## config.mk

```make
export PLATFORM = sky130hd
export DESIGN_NAME = i2c_target_flat
export DESIGN_NICKNAME = d
export VERILOG_FILES = /design/src/rtl/i2c_target_if.sv /design/src/rtl/i2c_target.sv /design/src/flat_wrapper.sv
export SDC_FILE = /design/constraint.sdc
export NUM_CORES = 1
export LEC_CHECK = 0
export BUFFER_PORTS_ARGS = -buffer_cell sky130_fd_sc_hd__buf_2
export CORE_MARGIN = 5
export CORE_UTILIZATION = 45
export CTS_BUF_LIST = sky130_fd_sc_hd__clkbuf_4 sky130_fd_sc_hd__clkbuf_8 sky130_fd_sc_hd__clkbuf_16
export CTS_CLUSTER_DIAMETER = 40
export DETAILED_ROUTE_END_ITERATION = 10
export SETUP_SLACK_MARGIN = 0.4
export SKIP_LAST_GASP = 1
export SLEW_MARGIN = 20
export SYNTH_ARGS = -nofsm -noshare
export SYNTH_HDL_FRONTEND = slang
export SYNTH_SLANG_ARGS = --single-unit
```

## constraint.sdc

```tcl
create_clock -name clock -period 2.4 [get_ports clock]
set_clock_uncertainty 0.15 [all_clocks]
set_input_delay 0.12 -clock clock [delete_from_list [all_inputs] [get_ports clock]]
set_output_delay 0.12 -clock clock [all_outputs]
set_load 0.02 [all_outputs]
```

## src/rtl/i2c_target_if.sv

```systemverilog
// I2C pin bundle between a bus controller model and the i2c_target responder.
// The target only ever pulls SDA low (sda_oe); SCL is input-only on this side.
interface i2c_target_if;
  logic scl_in;
  logic sda_in;
  logic sda_oe;

  modport master (output scl_in, output sda_in, input sda_oe);
  modport slave  (input scl_in, input sda_in, output sda_oe);
endinterface

```

## src/rtl/i2c_target.sv

```systemverilog
// I2C register-file responder: synchronises and glitch-filters SCL/SDA, matches ADDR,
// loads a register pointer, accepts writes and serves reads. Option: I2C_TARGET_AUTOINC_EN.
module i2c_target #(
  parameter logic [6:0] ADDR       = 7'h42,
  parameter int         FILTER_LEN = 3
) (
  input  logic       clock,
  input  logic       reset,
  i2c_target_if.slave bus,
  output logic [7:0] reg_addr,
  input  logic [7:0] reg_rdata,
  output logic [7:0] wr_data,
  output logic       wr_valid,
  output logic       busy
);

  localparam int CW = (FILTER_LEN > 1) ? $clog2(FILTER_LEN) : 1;

  typedef enum logic [3:0] {
    ST_IDLE, ST_ADDR, ST_ADDR_ACK, ST_REG, ST_REG_ACK,
    ST_WDATA, ST_WDATA_ACK, ST_RDATA, ST_MACK, ST_IGNORE
  } state_t;

  // Index 0 carries SCL, index 1 carries SDA.
  logic [1:0]    meta_q, sync_q, filt_q, prev_q;
  logic [CW-1:0] cnt_q [2];

  state_t     state_q;
  logic [2:0] bitCnt_q;
  logic [7:0] shift_q;
  logic       rw_q, ackOn_q, ptrLoaded_q;
  logic       sdaOe_q, wrValid_q, busy_q;
  logic [7:0] regAddr_q, wrData_q;

  logic       sclRise, sclFall, startDet, stopDet, sdaBit;
  logic [7:0] rxByte;

  always_ff @(posedge clock) begin
    if (reset) begin
      meta_q <= 2'b11;
      sync_q <= 2'b11;
      filt_q <= 2'b11;
      prev_q <= 2'b11;
      for (int i = 0; i < 2; i++) cnt_q[i] <= '0;
    end else begin
      meta_q <= {bus.sda_in, bus.scl_in};
      sync_q <= meta_q;
      prev_q <= filt_q;
      // A line only changes after FILTER_LEN consecutive samples disagree with it.
      for (int i = 0; i < 2; i++) begin
        if (sync_q[i] == filt_q[i]) begin
          cnt_q[i] <= '0;
        end else if (cnt_q[i] == CW'(FILTER_LEN - 1)) begin
          filt_q[i] <= sync_q[i];
          cnt_q[i]  <= '0;
        end else begin
          cnt_q[i] <= cnt_q[i] + 1'b1;
        end
      end
    end
  end

  assign sclRise  = filt_q[0] & ~prev_q[0];
  assign sclFall  = ~filt_q[0] & prev_q[0];
  assign startDet = filt_q[0] & prev_q[0] & prev_q[1] & ~filt_q[1];
  assign stopDet  = filt_q[0] & prev_q[0] & ~prev_q[1] & filt_q[1];
  assign sdaBit   = filt_q[1];
  assign rxByte   = {shift_q[6:0], sdaBit};

  always_ff @(posedge clock) begin
    if (reset) begin
      state_q     <= ST_IDLE;
      bitCnt_q    <= 3'd0;
      shift_q     <= 8'h00;
      rw_q        <= 1'b0;
      ackOn_q     <= 1'b0;
      ptrLoaded_q <= 1'b0;
      sdaOe_q     <= 1'b0;
      regAddr_q   <= 8'h00;
      wrData_q    <= 8'h00;
      wrValid_q   <= 1'b0;
      busy_q      <= 1'b0;
    end else begin
      wrValid_q <= 1'b0;
`ifdef I2C_TARGET_AUTOINC_EN
      if (wrValid_q) regAddr_q <= regAddr_q + 8'd1;
`endif
      if (stopDet) begin
        state_q     <= ST_IDLE;
        sdaOe_q     <= 1'b0;
        busy_q      <= 1'b0;
        ackOn_q     <= 1'b0;
        ptrLoaded_q <= 1'b0;
      end else if (startDet) begin
        state_q  <= ST_ADDR;
        bitCnt_q <= 3'd0;
        sdaOe_q  <= 1'b0;
        busy_q   <= 1'b1;
        ackOn_q  <= 1'b0;
      end else begin
        case (state_q)
          ST_ADDR, ST_REG, ST_WDATA: begin
            if (sclRise) begin
              shift_q  <= rxByte;
              bitCnt_q <= bitCnt_q + 3'd1;
              if (bitCnt_q == 3'd7) begin
                if (state_q == ST_ADDR) begin
                  rw_q    <= rxByte[0];
                  state_q <= (rxByte[7:1] == ADDR) ? ST_ADDR_ACK : ST_IGNORE;
                end else if (state_q == ST_REG) begin
                  regAddr_q   <= rxByte;
                  ptrLoaded_q <= 1'b1;
                  state_q     <= ST_REG_ACK;
                end else begin
                  wrData_q  <= rxByte;
                  wrValid_q <= 1'b1;
                  state_q   <= ST_WDATA_ACK;
                end
              end
            end
          end
          // First fall after the byte pulls SDA for the ACK, the second ends the slot.
          ST_ADDR_ACK, ST_REG_ACK, ST_WDATA_ACK: begin
            if (sclFall) begin
              if (!ackOn_q) begin
                sdaOe_q <= 1'b1;
                ackOn_q <= 1'b1;
              end else begin
                ackOn_q  <= 1'b0;
                bitCnt_q <= 3'd0;
                if (state_q == ST_ADDR_ACK && rw_q) begin
                  shift_q <= reg_rdata;
                  sdaOe_q <= ~reg_rdata[7];
                  state_q <= ST_RDATA;
                end else begin
                  sdaOe_q <= 1'b0;
                  state_q <= (state_q == ST_ADDR_ACK && !ptrLoaded_q) ? ST_REG : ST_WDATA;
                end
              end
            end
          end
          // bitCnt counts controller sample edges; it wraps to 0 after the 8th.
          ST_RDATA: begin
            if (sclRise) begin
              bitCnt_q <= bitCnt_q + 3'd1;
            end else if (sclFall) begin
              if (bitCnt_q == 3'd0) begin
                sdaOe_q <= 1'b0;
                state_q <= ST_MACK;
              end else begin
                shift_q <= {shift_q[6:0], 1'b0};
                sdaOe_q <= ~shift_q[6];
              end
            end
          end
          ST_MACK: begin
            if (sclRise) begin
`ifdef I2C_TARGET_AUTOINC_EN
              regAddr_q <= regAddr_q + 8'd1;
`endif
              if (sdaBit) state_q <= ST_IGNORE;
              else        ackOn_q <= 1'b1;
            end else if (sclFall && ackOn_q) begin
              ackOn_q  <= 1'b0;
              bitCnt_q <= 3'd0;
              shift_q  <= reg_rdata;
              sdaOe_q  <= ~reg_rdata[7];
              state_q  <= ST_RDATA;
            end
          end
          default: begin
            sdaOe_q <= 1'b0;
          end
        endcase
      end
    end
  end

  assign bus.sda_oe = sdaOe_q;
  assign reg_addr   = regAddr_q;
  assign wr_data    = wrData_q;
  assign wr_valid   = wrValid_q;
  assign busy       = busy_q;

endmodule
```

## src/flat_wrapper.sv

```systemverilog
// flat-port wrapper written by rule: the top's interface ports become plain ports
module i2c_target_flat 
#(
  parameter logic [6:0] ADDR       = 7'h42,
  parameter int         FILTER_LEN = 3
)
  (clock, reset, reg_addr, reg_rdata, wr_data, wr_valid, busy, bus_scl_in, bus_sda_in, bus_sda_oe);
  i2c_target_if bus_i ();
  input  logic clock;
  input  logic reset;
  output logic [7:0] reg_addr;
  input  logic [7:0] reg_rdata;
  output logic [7:0] wr_data;
  output logic wr_valid;
  output logic busy;
  input wire logic [$bits(bus_i.scl_in)-1:0] bus_scl_in;
  input wire logic [$bits(bus_i.sda_in)-1:0] bus_sda_in;
  output wire logic [$bits(bus_i.sda_oe)-1:0] bus_sda_oe;
  assign bus_i.scl_in = bus_scl_in;
  assign bus_i.sda_in = bus_sda_in;
  assign bus_sda_oe = bus_i.sda_oe;
  i2c_target #(.ADDR(ADDR), .FILTER_LEN(FILTER_LEN)) u_core (.clock(clock), .reset(reset), .bus(bus_i), .reg_addr(reg_addr), .reg_rdata(reg_rdata), .wr_data(wr_data), .wr_valid(wr_valid), .busy(busy));
endmodule
```

# After elaboration in Yosys (flattened, before gate mapping)
# Memory sizes are Yosys's and may differ from the RTL's.
# Index checks and enable logic that the tools add are counted.
# totals
out_inout_bits	19
mem_bits_ro	0
memories	1
ff_bits	44
in_bits	12
latch_bits	0
elab_cells	196
ramBits	4
# classes
shift	0
mux	80
addsub	3
multipliers	0
n_reduce_logical	27
n_lt_le_gt_ge	0
eq_ne	40
div	0
n_bitwise	28
# mem_list
memory	words	width	read_ports	rd_ports_with_merged_regs	wr	line_no	source
u_core.cnt_q	2	2	2	0	2	i2c_target.sv:26	logic [CW-1:0] cnt_q [2];
# ops
operator	count
7-bit 2-to-1 mux	9
4-bit 2-to-1 mux	13
1-bit 2-to-1 mux	39
7-bit case mux with 4 select lines	1
3-bit by 1-bit inequality test with 1-bit output, second input constant	9
3-bit 2-to-1 mux	7
7-bit AND reduction	3
10-bit AND reduction	2
6-bit AND reduction	3
4-bit by 3-bit == test with 1-bit output, second input constant	4
2-bit by 1-bit inequality test with 1-bit output, second input constant	8
4-bit case mux with 4 select lines	1
1-bit inverter	15
2-bit 2-to-1 mux	7
12-bit AND reduction	1
3-bit inequality test, second input constant	3
3-bit case mux with 3 select lines	1
3-bit OR reduction	3
4-bit by 2-bit == test with 1-bit output, second input constant	2
4-bit nonzero test	2
1-bit AND	7
7-bit == test, second input constant	1
7-bit OR reduction	1
2-bit inequality test, second input constant	3
22 further kinds	33

# Longest topological paths before layout
# logic_depth
word_depth	8
depth_mapped	8
mapped_depth_nobuf	7

# Worst setup path after synthesis
# OpenSTA, ideal clock, no wires.
# synth_path
path_type	register to register
startpoint	register u_core.filt_q[0]
endpoint	register u_core.state_q[0]
period_less_slack_ps	1945
required_ps	2128
arrival_ps	1674
path_slack_ps	455
setup_time_ps	122
path_buffers	1
path_stages_with_launch	7
path_cell_list	dfxtp_1 buf_2 nand3b_1 nor3_1 o32ai_1 or4_1 o311a_1
# synth_via
elab_chain_len	5
word_cells_on_any_way	24
cone_classes	eq/ne: 9; mux: 3; bitwise: 8; reduce/logical: 4
# synth_rtl
element	line_no	source
start, declared	i2c_target.sv:25	logic [1:0] meta_q, sync_q, filt_q, prev_q;
start signal, assigned by index	i2c_target.sv:54	filt_q[i] <= sync_q[i];
1-bit AND / 1-bit inverter (equally long branches)	i2c_target.sv:65, i2c_target.sv:66, i2c_target.sv:64	
1-bit AND, on equally long branches	i2c_target.sv:65, i2c_target.sv:64	
1-bit AND / 1-bit logical AND (equally long branches)	i2c_target.sv:65, i2c_target.sv:163	
4-bit by 3-bit inequality test with 1-bit output (no source line) (tied with other cells)	--	
10-bit AND reduction (no source line)	--	
end signal, assigned	i2c_target.sv:109	state_q <= (rxByte[7:1] == ADDR) ? ST_ADDR_ACK : ST_IGNORE;
end signal, assigned	i2c_target.sv:137	state_q <= (state_q == ST_ADDR_ACK && !ptrLoaded_q) ? ST_REG : ST_WDATA;
end, declared	i2c_target.sv:28	state_t state_q;
# Parallel ways exist; a longest one is shown, timed or not.
# A chain may end at the register's enable or synchronous reset.

# Worst setup path in the final report
# layout_path
startpoint	register u_core.state_q[0]
endpoint	register u_core.state_q[0]
# layout_via
elab_chain_len	7
word_cells_on_any_way	30
cone_classes	eq/ne: 17; mux: 8; reduce/logical: 5
# layout_rtl
element	line_no	source
4-bit by 2-bit == test with 1-bit output	i2c_target.sv:101, i2c_target.sv:131	
1-bit logical AND	i2c_target.sv:131	if (state_q == ST_ADDR_ACK && rw_q) begin
4-bit 2-to-1 mux	i2c_target.sv:131	
4-bit 2-to-1 mux	i2c_target.sv:125	if (!ackOn_q) begin
4-bit 2-to-1 mux	i2c_target.sv:124	if (sclFall) begin
4-bit case mux with 4 select lines	i2c_target.sv:101	case (state_q)
1-bit 2-to-1 mux	i2c_target.sv:94	end else if (startDet) begin
# Parallel ways exist; a longest one is shown, timed or not. The select of a mux whose other input is x is not followed.

==> out/qor.txt <==
Status: complete, no violations
Final Hold Viols: 0
Via count: 2093
I/O Buffers: 30
Yosys reg bits: 48
First-pass GRT wire length: 9.11 mm
Synth top area cells: dfxtp_1, mux2i_1, nor2_1
CP startpoint: u_core.state_q[0]
Critical path data arrival time: 2.06 ns
CP endpoint kind: register
Die area: 0.00684 mm^2
Nets: 327
FF+latch area: 0.00102 mm^2
Die Wd: 82.7 um
Setup Crit Path Kind: reg2reg
Total Wirelength: 5.79 mm
Cell with the most instances after synthesis: dfxtp_1
WL/cell: 15.2 um
DRT iter0 DRCs: 145
GR Overflow Total: 0
Number of global-route vias before repair: 1876
CP max FO: 13
DRC Markers: 0
F_max: 0.496 GHz
Core area: 0.00511 mm^2
Crit path time final: 2.02 ns
Main flop type after synthesis: dfxtp_1
Sequential area share after synthesis: 42.1%
Ant. Diodes: 0
Post-synth EDFFs: 4
Clock Sinks: 48
Routed Antenna Nets: 0
1st-pass router iterations: 4
Area delta synth->final: 23.7%
Critical path endpoint: u_core.state_q[0]
Mapped Cells: 268
Clock Path Buffers: 2
Setup slack, reg-to-reg: 0.38 ns
Total chip power: 2480 uW
TritonCTS clock tree: done
DP HPWL: 3.89 mm
R2R cell count: 6
CP required: 2.44 ns
Area occupied by multi-input gates: 0.00141 mm^2
Period utilization: 84.1%
Initial antenna violation count: 0
Skew-Pair Late Insertion Delay: 0.30 ns
Mapped cell area: 0.00238 mm^2
Leakage: 0.00128 uW
Commonest cells post-synth: dfxtp_1, nor2_1, mux2i_1
FILL cells: 488
Worst Hold Class: in2reg
Vias per cell: 5.49
Worst slew pin tran: 0.499 ns
Layout cells sized above 1: 28.3%
Largest net degree at the start of global routing: 29
Fin. max-slew vios: 0
Num rows: 26
H-tree levels: 2
RSZ-0062 raised after global routing: true
Synth area leader: dfxtp_1
Final setup viols: 0
Peak supply drop: 426 uV
TNS Setup: 0 ns
I/O pins: 31
Worst r2r src: u_core.state_q[0]
CTS root buf: clkbuf_8
Post-synth top area share: 37.0%
Synth unique cells: 49
CP startpoint kind: register
Clock slew at reported path FFs: 0.09 ns
Synth Area per Inst: 8.88 um^2
Async SR Flop Fraction: 0%
Max-Cap Viols: 0
Synth Warn #: 0
FF-to-FF End: u_core.state_q[0]
Global Route Usage Sum: 17.2%
CTS Buf Count: 5
P per Cell Area: 842 mW/mm^2
Initial Util: 46.6%
GPL Wtd Cong: 0.972
Vert. Die Dim: 82.7 um
Slew headroom: 66.6%
final cells by class:
class	count	area share (%)
clock inverters	2	0.468
flip-flops and latches	48	34.7
clock buffers	6	2.81
well taps	70	2.98
multi-input cells	198	47.9
repair buffers	46	9.74
inverters	11	1.40
registers in the layout, summed over array words and instances, names as in the netlist, 3 cells and up:
name,cells
u_core.shift_q,7
u_core.wr_data,8
u_core.state_q,4
u_core.reg_addr,8
u_core.cnt_q,4
u_core.bitCnt_q,3
per-layer routing:
metal  wire length (um)  vias to the layer above  GRT usage, %
met5                  0                        -             0
met4                 87                        0          4.58
met3                256                        9          4.01
met2               2680                       45          26.4
met1               2770                     1010          24.1
li1                   -                     1029             -
critical path, cell delays in order (launching register included):
cell and delay (ns):
dfxtp_4 0.39, buf_6 0.16, nor2b_2 0.18, a22oi_2 0.23, o32ai_4 0.14, or4_1 0.52
o311a_1 0.13
metrics by stage:
| stage | area (um^2) | hold slack [ns] | std cells | setup WS [ns] | utilization, % |
|---|---|---|---|---|---|
| 2_1_floorplan | 2390 | 0.0738 | 271 | 0.455 | - |
| 3_3_place_gp | 2620 | 0.153 | 364 | 0.199 | 51.2 |
| 3_5_place_dp | 2620 | 0.155 | 364 | 0.203 | 51.2 |
| 4_1_cts | 2800 | 0.0688 | 377 | 0.367 | 54.9 |
| 5_1_grt | 2940 | 0.0829 | 381 | 0.311 | 57.6 |
| 6_report | 2940 | 0.0741 | 381 | 0.383 | 57.6 |
cells in the final DEF, fill, tap and decap left out, types with 5 or more instances in the layout:
master / Yosys / final
buf_2: 7 / 30
mux2i_1: 25 / 25
dlygate4sd3_1: 0 / 5
nand2b_1: 6 / 6
nand2_1: 11 / 10
nor2_1: 33 / 31
dfxtp_1: 44 / 35
buf_4: 0 / 10
dfxtp_2: 0 / 5
nor3_1: 7 / 6
o21ai_0: 15 / 13
clkbuf_8: 0 / 6
or3_1: 11 / 11
inv_1: 11 / 11
or2_2: 8 / 8
a21oi_1: 19 / 16
what timing repair did:
| action | in CTS | in global routing |
|---|---|---|
| pin swaps | 0 | 8 |
| cloned | 0 | 1 |
| endpoints found under the setup margin | 11 | 27 |
| endpoints found under the hold margin | 5 | 0 |
| gates resized for setup | 13 | 28 |
| hold buffers | 5 | 0 |
| setup buffers | 0 | 3 |
power breakdown:
| part | internal [uW] | switching, uW | total, uW |
|---|---|---|---|
| clock | 236 | 278 | 514 |
| sequential | 894 | 144 | 1040 |
| combinational | 417 | 508 | 925 |
worst min-delay path by stage:
stage                  from                end  slack (ns)  depth (start not counted)
4_1_cts        reg_rdata[3]  u_core.shift_q[3]        0.07                          4
3_5_place_dp     bus_sda_in   u_core.meta_q[1]        0.16                          2
6_report       reg_rdata[3]  u_core.shift_q[3]        0.07                          4
3_3_place_gp     bus_scl_in   u_core.meta_q[0]        0.15                          2
5_1_grt        reg_rdata[5]  u_core.shift_q[5]        0.08                          4
2_1_floorplan    bus_scl_in   u_core.meta_q[0]        0.07                          1
logic make-up after synthesis:
kind of cell	after synthesis	synth area share (%)
and+or+nand+nor	105	24.3
AOI/OAI and AO/OA	55	14.5
DFF	48	42.1
buffers and inverters	26	4.78
muxes	25	10.5
adders and majority gates	5	2.63
xor gates and xnor gates	3	1.10
other	1	0.158
Power figures use the tool's default switching activity.
